<file path="config.mk">
export PLATFORM = sky130hd
export DESIGN_NAME = fp_add_seq
export DESIGN_NICKNAME = d
export VERILOG_FILES = /design/src/rtl/fp_add_seq.sv
export SDC_FILE = /design/constraint.sdc
export NUM_CORES = 1
export LEC_CHECK = 0
export CORE_AREA = 2 2 110 112
export DETAILED_ROUTE_END_ITERATION = 10
export DIE_AREA = 0 0 112 114
export GPL_ROUTABILITY_DRIVEN = 0
export PLACE_DENSITY = 0.81
export REMOVE_ABC_BUFFERS = 1
export SETUP_SLACK_MARGIN = 0.4
export SLEW_MARGIN = 40
export SYNTH_ARGS = -nofsm -noshare
export SYNTH_HDL_FRONTEND = slang
export SYNTH_SLANG_ARGS = --single-unit
export TNS_END_PERCENT = 50
</file>
<file path="constraint.sdc">
create_clock -name clk -period 3.1 [get_ports clk]
set_clock_uncertainty 0.15 [all_clocks]
set_input_delay 0.31 -clock clk [delete_from_list [all_inputs] [get_ports clk]]
set_output_delay 0.31 -clock clk [all_outputs]
set_load 0.01 [all_outputs]
</file>
<file path="src/rtl/fp_add_seq.sv">
// Multi-cycle sequencer for the single-precision FP adder datapath: captures an
// operand pair, steps select/align/add/normalize/round, and hands off the result.
module fp_add_seq #(
   parameter int ALIGN_MAX = 27,
   parameter int NORM_MAX  = 32
) (
   input  logic        clk,
   input  logic        rst_n,
   input  logic        in_valid,
   output logic        in_ready,
   input  logic [31:0] num_a,
   input  logic [31:0] num_b,
   output logic [31:0] sel_num_a,
   output logic [31:0] sel_num_b,
   output logic        sel_en,
   input  logic [1:0]  edata,
   output logic        align_en,
   output logic [7:0]  shift_amt,
   output logic        swap,
   output logic        sub_op,
   output logic        add_en,
   output logic        norm_en,
   input  logic        norm_done,
   output logic        rnd_en,
   output logic        out_valid,
   input  logic        out_ready,
   output logic [1:0]  op_class,
   output logic        special,
   output logic        err
);

   localparam int CNT_W = $clog2(NORM_MAX + 1);

   typedef enum logic [2:0] {
      IDLE,
      SELECT,
      ALIGN,
      ADD,
      NORM,
      ROUND,
      DONE
   } state_t;

   state_t             state_reg;
   logic [CNT_W-1:0]   norm_cnt_reg;
   logic [CNT_W-1:0]   norm_cnt_next;

   logic [7:0]         ea_raw;
   logic [7:0]         eb_raw;
   logic [7:0]         ea_eff;
   logic [7:0]         eb_eff;
   logic [7:0]         exp_diff;
   logic [7:0]         shift_next;
   logic               swap_next;
   logic               special_next;

   // Zero exponents (denormals) align as if their exponent were 1.
   assign ea_raw   = sel_num_a[30:23];
   assign eb_raw   = sel_num_b[30:23];
   assign ea_eff   = (ea_raw == 8'd0) ? 8'd1 : ea_raw;
   assign eb_eff   = (eb_raw == 8'd0) ? 8'd1 : eb_raw;
   assign exp_diff = (eb_eff > ea_eff) ? (eb_eff - ea_eff) : (ea_eff - eb_eff);

   assign shift_next   = (exp_diff > 8'(ALIGN_MAX)) ? 8'(ALIGN_MAX) : exp_diff;
   assign swap_next    = (eb_eff > ea_eff) ||
                         ((eb_eff == ea_eff) && (sel_num_b[22:0] > sel_num_a[22:0]));
   assign special_next = (ea_raw == 8'hFF) || (eb_raw == 8'hFF);

   assign norm_cnt_next = norm_cnt_reg + 1'b1;

   // Handshake flags and strobes are pure state decodes, so an async reset drops them at once.
   assign in_ready  = (state_reg == IDLE);
   assign sel_en    = (state_reg == SELECT);
   assign align_en  = (state_reg == ALIGN);
   assign add_en    = (state_reg == ADD);
   assign norm_en   = (state_reg == NORM);
   assign rnd_en    = (state_reg == ROUND);
   assign out_valid = (state_reg == DONE);

   always_ff @(posedge clk or negedge rst_n) begin
      if (!rst_n) begin
         state_reg    <= IDLE;
         norm_cnt_reg <= '0;
         sel_num_a    <= '0;
         sel_num_b    <= '0;
         shift_amt    <= '0;
         swap         <= 1'b0;
         sub_op       <= 1'b0;
         op_class     <= '0;
         special      <= 1'b0;
         err          <= 1'b0;
      end else begin
         case (state_reg)
            IDLE: begin
               if (in_valid) begin
                  sel_num_a    <= num_a;
                  sel_num_b    <= num_b;
                  special      <= 1'b0;
                  err          <= 1'b0;
                  norm_cnt_reg <= '0;
                  state_reg    <= SELECT;
               end
            end
            SELECT: begin
               op_class  <= edata;
               swap      <= swap_next;
               shift_amt <= shift_next;
               sub_op    <= sel_num_a[31] ^ sel_num_b[31];
               if (special_next) begin
                  special   <= 1'b1;
                  state_reg <= DONE;
               end else if (edata == 2'b11) begin
                  err       <= 1'b1;
                  state_reg <= DONE;
               end else begin
                  state_reg <= ALIGN;
               end
            end
            ALIGN: state_reg <= ADD;
            ADD: begin
               norm_cnt_reg <= '0;
               state_reg    <= NORM;
            end
            NORM: begin
               norm_cnt_reg <= norm_cnt_next;
               // A late norm_done still wins over the timeout in the same cycle.
               if (norm_done) begin
                  state_reg <= ROUND;
               end else if (norm_cnt_next == CNT_W'(NORM_MAX)) begin
                  err       <= 1'b1;
                  state_reg <= DONE;
               end
            end
            ROUND: state_reg <= DONE;
            DONE: begin
               if (out_ready) state_reg <= IDLE;
            end
            default: state_reg <= IDLE;
         endcase
      end
   end

endmodule

</file>
; ---- Yosys cells after proc, flatten, opt, wreduce, memory -nomap -nowiden
; Cells that the tools add are included.
; Widths: inputs -> output; s select.
[classes]
n_reduce_logical = 14
order_cmp = 3
mux = 21
n_bitwise = 1
n_addsub = 3
eq_ne = 19
[ops]
columns = operator, count
row1 = $mux 8, 4
row2 = $gt 23x23->1, 1
row3 = $pmux 3 s7, 1
row4 = $mux 3, 6
row5 = $pmux 6 s3, 1
row6 = $eq 8x8->1 const B, 2
row7 = $logic_not 8->1, 2
row8 = $sub 8x8->8, 2
row9 = $eq 3x3->1 const B, 3
row10 = $eq 8x8->1, 1
row11 = $gt 8x5->1 const B, 1
row12 = $gt 8x8->1, 1
row13 = $ne 2x1->1 const B, 4
row14 = $add 6x1->6 const B, 1
row15 = $eq 3x2->1 const B, 2
row16 = $eq 6x6->1 const B, 1
row17 = $mux 1, 6
row18 = $mux 6, 1
row19 = $ne 2x2->1 const B, 3
row20 = $reduce_and 3->1, 2
row21 = $reduce_and 6->1, 1
row22 = $reduce_bool 3->1, 2
row23 = $reduce_and 2->1, 2
row24 = $eq 3x1->1 const B, 1
row25 = other kinds (9), 10
[totals]
ff_bits = 87
word_cells = 71

; ---- Longest topological paths before layout
; Gate-level depths: netlist (run 1).
[depth]
word_depth = 6
ltp_mapped = 12
depth_no_buf = 12

; ---- Least setup slack after synthesis (run 1)
; OpenSTA, ideal clock, no wires.
[synth_timing]
path_kind = reg-to-reg
start = register sel_num_b[27]
end = register shift_amt[1]
arrival_ns = 2.828
synth_period_minus_slack_ns = 3.104
path_slack_ns = -0.004
setup_ns = 0.126
path_stages_with_launch = 13
path_cell_list = dfrtp_1 -> nor4_1 -> a21o_1 -> inv_1 -> ha_1 -> fa_1 -> nand3b_1 -> a21oi_2 -> o22a_1 -> nand3b_1 -> a21oi_2 -> o211ai_2 -> o32a_1
[synth_via]
elab_chain_cells = 6
word_cells_on_any_way = 8
[synth_lines]
columns = item, line_no
row1 = "start, declared", 14  ; output logic [31:0] sel_num_b,
row2 = "start signal, assigned", 97  ; sel_num_b <= num_b;
row3 = $logic_not 8->1, 61  ; assign eb_eff = (eb_raw == 8'd0) ? 8'd1 : eb_raw;
row4 = $mux 8 *, 61
row5 = $sub 8x8->8 / $gt 8x8->1 (equally long branches), 62  ; assign exp_diff = (eb_eff > ea_eff) ? (eb_eff - ea_eff) : (ea_eff - eb_eff);
row6 = $mux 8 *, 62
row7 = $gt 8x5->1, 64  ; assign shift_next = (exp_diff > 8'(ALIGN_MAX)) ? 8'(ALIGN_MAX) : exp_diff;
row8 = $mux 8 *, 64
row9 = "end signal, assigned", 107  ; shift_amt <= shift_next;
row10 = "end, declared", 18  ; output logic [7:0] shift_amt,
; Every way passes the cells marked *; elsewhere a longest branch is shown, timed or not.
; A chain may end at the register's enable or synchronous reset.

; ---- Worst setup path after layout (run 1)
[layout_timing]
start = register sel_num_b[27]
end = register shift_amt[0]
; Same word-level chain as after synthesis.

==> run metrics, run 1 <==
post-synthesis adder-cell area fraction 10.73%; Psw 0.003512 W; Mapped Area between 4000 and 5000 um^2; Max Root-Sink Buffers 2; clock power share 11.8%; IO Port Bufs around 160; Die ar. around 13000 um^2; crit path kind reg2reg; Final nets approximately 770; worst path required time ~3200 ps; Mapped Cells 497; clock buffer count from CTS 9; CP dominant cell by count nand3b_1; worst hold slack between 300 and 400 ps; initial core utilization roughly 42%; CP max-delay cell dfrtp_1; I/O pin count between 150 and 200; FF-to-FF setup slack -150 ps; Largest regs sel_num_a x32, sel_num_b x32, shift_amt x8; RSZ-0062 raised after global routing true; max incr delay on CP roughly 380 ps; most frequent cell after synthesis dfrtp_1; DRC viols 0; GR Util All Layers a little over a fifth; Root Driver clkbuf_16; CP Capture Type register; worst slew pin tran around 730 ps; Via-to-Cell Ratio between 5 and 6; FMAX around 0.3 GHz; Synth Area in Compound Gates roughly 17%; grt total ovfl 0; synthesized flop and latch total slightly below 90; power per cell area 1200 nW/um^2; Final Critical Period 3255 ps; Worst setup SP type register; number of clock sinks just under 90; max_slew headroom 51.35%; # setup viols final 5; Async SR Flop Fraction 100.0%; Pre-antenna DRT Iters 4; syn_area_per_cell 9.899 um^2; Leak Pwr about 3.1 nW; crit path cell chain nor4_2 > a21o_1 > inv_1 > ha_2 > fa_2 > nand3b_1 > a21oi_4 > o22a_1 > nand3b_1 > a21oi_2 > o211ai_2 > o32a_1; Max Slew Vio Count 0; core footprint between 10000 and 15000 um^2; clk_lat worst skew 340 ps; HPWL after DPL 9884 um; distinct cell type count after synthesis 60; starting DRC count in detailed routing about 270; Synth Flop Type dfrtp_1; xor/xnor cell area share of the yosys netlist less than 1%; layout cell share with drive strength beyond 1 14.78%; Final WS setup -154.9 ps; Final Hold Violating Endpoints 0; post-synthesis sequential area ratio approximately 44%; WL per Instance 16.30 um; critical path peak fanout 5; Max-Cap Viols 0; Antenna Nets Post-Route 0; final WL about 13000 um; Combinational Power Share 64.4%; top cell type's share of synthesized area between 40 and 50%; Tcrit/Tclk final 105.0%; largest net degree at the start of global routing 88; initial antenna violation count 0; row cnt 40; Synth warnings 0; Post-Synth Simple-Gate Area a little over an eighth; H-tree depth 3; Tot Pwr 0.008494 W; status finished with violations; Post-synth EDFFs 0; Area Overhead vs Synth 43.82%; CTS tree built; Power Internal about 0.0050 W; Die W ~110 um; post-synth top area cell dfrtp_1; hold crit path type reg2reg; top cells by area, synth dfrtp_1 44%, ha_1 9.9%, mux2_2 7.1%, o21ai_0 5.5%, inv_1 3.7%; Peak supply drop ~0.00088 V; vias in the first global route roughly 4.4k; global-route wire length before repair around 22000 um; via count between 4k and 5k; sequential power share 23.8%; failing checks negative setup slack; Die Ht ~110 um; Synth top cells by count 87 x dfrtp_1, 54 x o21ai_0, 48 x inv_1, 48 x nand2_1, 39 x ha_1; mux cell area share after synthesis under 10%; Switching Share 41.35%; main combinational cell family by area after synthesis compound AO/OA/AOI/OAI gates; worst path arrival time ~3300 ps; Clock Pin Slew Worst Setup and Hold Paths about 60 ps; antenna cells 0
[metal layers]
layer | global-route usage [%] | wire [um] | up-vias
li1 | - | - | 2056
met1 | 24.08 | 5175 | 2073
met3 | 6.589 | 1051 | 32
met2 | 36.81 | 6598 | 178
met5 | 0 | 0 | -
met4 | 8.943 | 380 | 0
[power by group through the flow]
| stage | Sequential [W] | Clock (W) | Combinational (W) |
|---|---|---|---|
| after floorplan | 0.00224 | 0 | 0.00269 |
| after global placement | 0.00200 | 0 | 0.00504 |
| after detailed placement | 0.00203 | 0 | 0.00518 |
| after CTS | 0.00202 | 0.00102 | 0.00535 |
| after global routing | 0.00209 | 0.00107 | 0.00597 |
| final | 0.00203 | 0.00100 | 0.00547 |
[through the flow]
step	instance area (um^2)	std cells	setup TNS [ps]	utilization [%]	worst slack [ps]
2_1_floorplan	4763	463	-9854	-	-261.6
3_3_place_gp	6704	789	-366.4	57.24	-102.9
3_5_place_dp	6708	789	-930.1	57.28	-211.5
4_1_cts	7044	808	-608.2	60.15	-135.2
5_1_grt	7076	810	-1400	60.42	-300.7
6_report	7076	810	-592.0	60.42	-154.9
[final timing paths]
check / from / endpoint / depth (start not counted)
worst min register to register: shift_amt[6] / shift_amt[6] / 1
worst max register to register: sel_num_b[27] / shift_amt[0] / 12
worst min-delay path: shift_amt[6] / shift_amt[6] / 1
max in group asynchronous: rst_n / sel_num_a[28] / 2
worst max-delay path: sel_num_b[27] / shift_amt[0] / 12
min in group asynchronous: rst_n / shift_amt[3] / 2
[placed cells by master, fill, tap and decap left out, types with 8 or more instances in the layout]
cell type	instances
nand2_1	48
nor2_1	15
inv_1	48
o21ai_0	54
clkbuf_16	9
ha_1	38
dfrtp_1	86
clkdlybuf4s50_1	154
nand3_1	8
a21oi_1	13
nand4_1	9
a21o_1	14
mux2_2	31
buf_4	28
nor3_1	10
[cell type report]
| type | instances | area [um^2] |
|---|---|---|
| clock buffers | 13 | 260.3 |
| multi-input cells | 328 | 2452 |
| flip-flops and latches | 87 | 2178 |
| clock inverters | 1 | 5.005 |
| inverters | 48 | 180.2 |
| fillers | 971 | 4636 |
| well taps | 147 | 183.9 |
| repair buffers | 186 | 1815 |
[worst max-delay path: cells and delay by family (launching register included)]
| kind | cells | cell delay (ps) |
|---|---|---|
| fa+ha+maj | 2 | 530 |
| buf+inv | 1 | 50 |
| simple gates | 3 | 680 |
| flops | 1 | 380 |
| compound gates | 6 | 1340 |
[what timing repair did]
item                                    4_1_cts  5_1_grt
endpoints found under the hold margin        87        0
endpoints found under the setup margin        6        7
setup buffers                                 4        2
hold buffers                                  1        0
resized for setup                             6        4
pin swaps                                     9        4
gates cloned                                  0        0
[cell families (layout without fill, tap and decap cells)]
kind of cell             after synthesis  in the layout
multiplexers                          34             34
buffers and inverters                 82            248
AO/OA/AOI/OAI                        122            122
XOR/XNOR                               5              5
flip-flops                            87             87
AND/OR/NAND/NOR                      126            126
adder cells (fa/ha/maj)               41             41
Power figures use the tool's default switching activity.
==> inputs of run 2 (changes only) <==
--- a/config.mk
+++ b/config.mk
@@ -16,4 +16,3 @@
 export SYNTH_ARGS = -nofsm -noshare
 export SYNTH_HDL_FRONTEND = slang
 export SYNTH_SLANG_ARGS = --single-unit
-export TNS_END_PERCENT = 50
==> run 2 against run 1 <==
Net effect:
- the run still ends with negative setup slack left
- die area unchanged
- register-to-register slack about the same
- critical path type unchanged
- non-clock buffer count up 1
- clock power about the same
- first-iteration DRC count down 2.2%
==> run metrics, run 2 (synthesis gave the netlist of run 1 again) <==
status finished with violations; failing checks negative setup slack; Min-Delay Endpoint shift_amt[6]; layout cell share with drive strength beyond 1 between 10% and 20%; IO Port Bufs between 150 and 200; Max Root-Sink Buffers 2; number of clock sinks 87; worst slew pin tran about 740 ps; HPWL after DPL just under 10000 um; WL per Instance about 16 um; crit path kind reg2reg; max_slew headroom between 50% and 60%; Max-Cap Viols 0; Worst setup SP type register; starting DRC count in detailed routing approximately 270; initial core utilization between 40% and 50%; RR Endpoint shift_amt[0]; FILL cells roughly 970; Worst Min Path Start shift_amt[6]; Final Critical Period 3257 ps; Peak supply drop 0.0008708 V; core footprint roughly 12000 um^2; Max Slew Vio Count 0; H-tree depth 3; power per cell area about 1200 nW/um^2; CTS tree built; Area Overhead vs Synth 43.97%; row cnt 40; CP Capture Type register; I/O pin count ~160; worst hold stages 1; Final Hold Violating Endpoints 0; initial antenna violation count 0; Pre-antenna DRT Iters 5; clk_lat worst skew roughly 340 ps; area of the multi-input gates between 2000 and 2500 um^2; Die Ht 114 um; via count around 4.3k; Clock Pin Slew Worst Setup and Hold Paths 60 ps; FF-to-FF setup slack -160 ps; FMAX ~0.31 GHz; Cell Area, Placed roughly 6700 um^2; worst path required time about 3200 ps; hold crit path type reg2reg; DRC viols 0; final WL between 10000 and 15000 um; vias in the first global route between 4k and 5k; global-route wire length before repair ~22000 um; Die W about 110 um; leading cell type in the layout, fill and taps excluded clkdlybuf4s50_1; antenna cells 0; Tot Pwr ~0.0085 W; # setup viols final 5; RSZ-0062 raised after global routing true; Via-to-Cell Ratio roughly 5.4; Worst R2R Path Depth 12; clock buffer count from CTS 9; Tcrit/Tclk final 105.1%; Antenna Nets Post-Route 0; Leak Pwr 3.118 nW; critical path peak fanout 5; final core utilization a little over 60%; Register Area 2178 um^2; GR Util All Layers approximately a fifth; worst path arrival time approximately 3300 ps; largest net degree at the start of global routing 88; Largest regs sel_num_a x32, sel_num_b x32, shift_amt x8; most frequent cells in the layout 154 x clkdlybuf4s50_1, 86 x dfrtp_1, 54 x o21ai_0; Final Instance Area approximately 7100 um^2; Final nets slightly below 800; grt total ovfl 0; setup_tns -594.9 ps; worst hold slack about 340 ps; Final WS setup -157.2 ps; Root Driver clkbuf_16; Crit Reg-Reg Startpoint sel_num_b[27]; Die ar. 12770 um^2
[run 2: cell count changes in the layout (fill, tap and decap cells not counted)]
cell and delta:
buf_4 +1
[run 2: worst max-delay path by stage]
stage	startpoint	end	slack, ps	cells past startpoint
final	sel_num_b[27]	shift_amt[0]	-160	12
after global routing	sel_num_b[27]	shift_amt[0]	-300	12
after CTS	sel_num_b[29]	shift_amt[0]	-140	12
after detailed placement	sel_num_b[27]	shift_amt[2]	-210	13
after global placement	sel_num_b[27]	shift_amt[1]	-100	12
after floorplan	state_reg[2]	sel_num_a[0]	-260	3
[run 2: layout make-up]
type / count / share of cell area (%)
multi-input combinational: 328 / 34.62
timing repair buffer: 187 / 25.74
clock buffer: 13 / 3.674
clock inverter: 1 / 0.07066
sequential: 87 / 30.75
tap: 147 / 2.597
inverter: 48 / 2.544
[run 2: per-stage QoR]
| stage | instances | setup WS (ps) |
|---|---|---|
| 2_1_floorplan | 463 | -261.6 |
| 3_3_place_gp | 789 | -102.9 |
| 3_5_place_dp | 789 | -211.5 |
| 4_1_cts | 808 | -135.2 |
| 5_1_grt | 811 | -300.3 |
| 6_report | 811 | -157.2 |
[run 2: worst max-delay path: stages, from the launching register on]
cell and delay (ps):
dfrtp_1 380, nor4_2 300, a21o_1 180, inv_1 50, ha_2 190, fa_2 340
nand3b_1 270, a21oi_4 250, o22a_1 240, nand3b_1 110, a21oi_2 170, o211ai_2 140
o32a_1 360
[run 2: per-layer routing]
metal	up-vias	wire [um]	part of all wire, %	global-route usage [%]
met5	-	0	0	0
met4	0	377	2.9	8.943
met3	35	1049	7.9	6.589
met2	185	6626	50	36.81
met1	2063	5141	39	24.08
li1	2063	-	-	-
[run 2: power breakdown]
| group | switching (W) | internal [W] |
|---|---|---|
| logic | 0.00270 | 0.00278 |
| clock network | 0.000423 | 0.000577 |
| registers | 0.000385 | 0.00164 |
| total | 0.00351 | 0.00499 |
[run 2: timing repair]
| item | CTS | global route |
|---|---|---|
| hold buffers | 1 | 0 |
| resized for setup | 6 | 4 |
| pin swaps | 9 | 5 |
| endpoints found under the hold margin | 87 | 0 |
| setup endpoints to repair | 6 | 7 |
| buffers inserted | 4 | 3 |
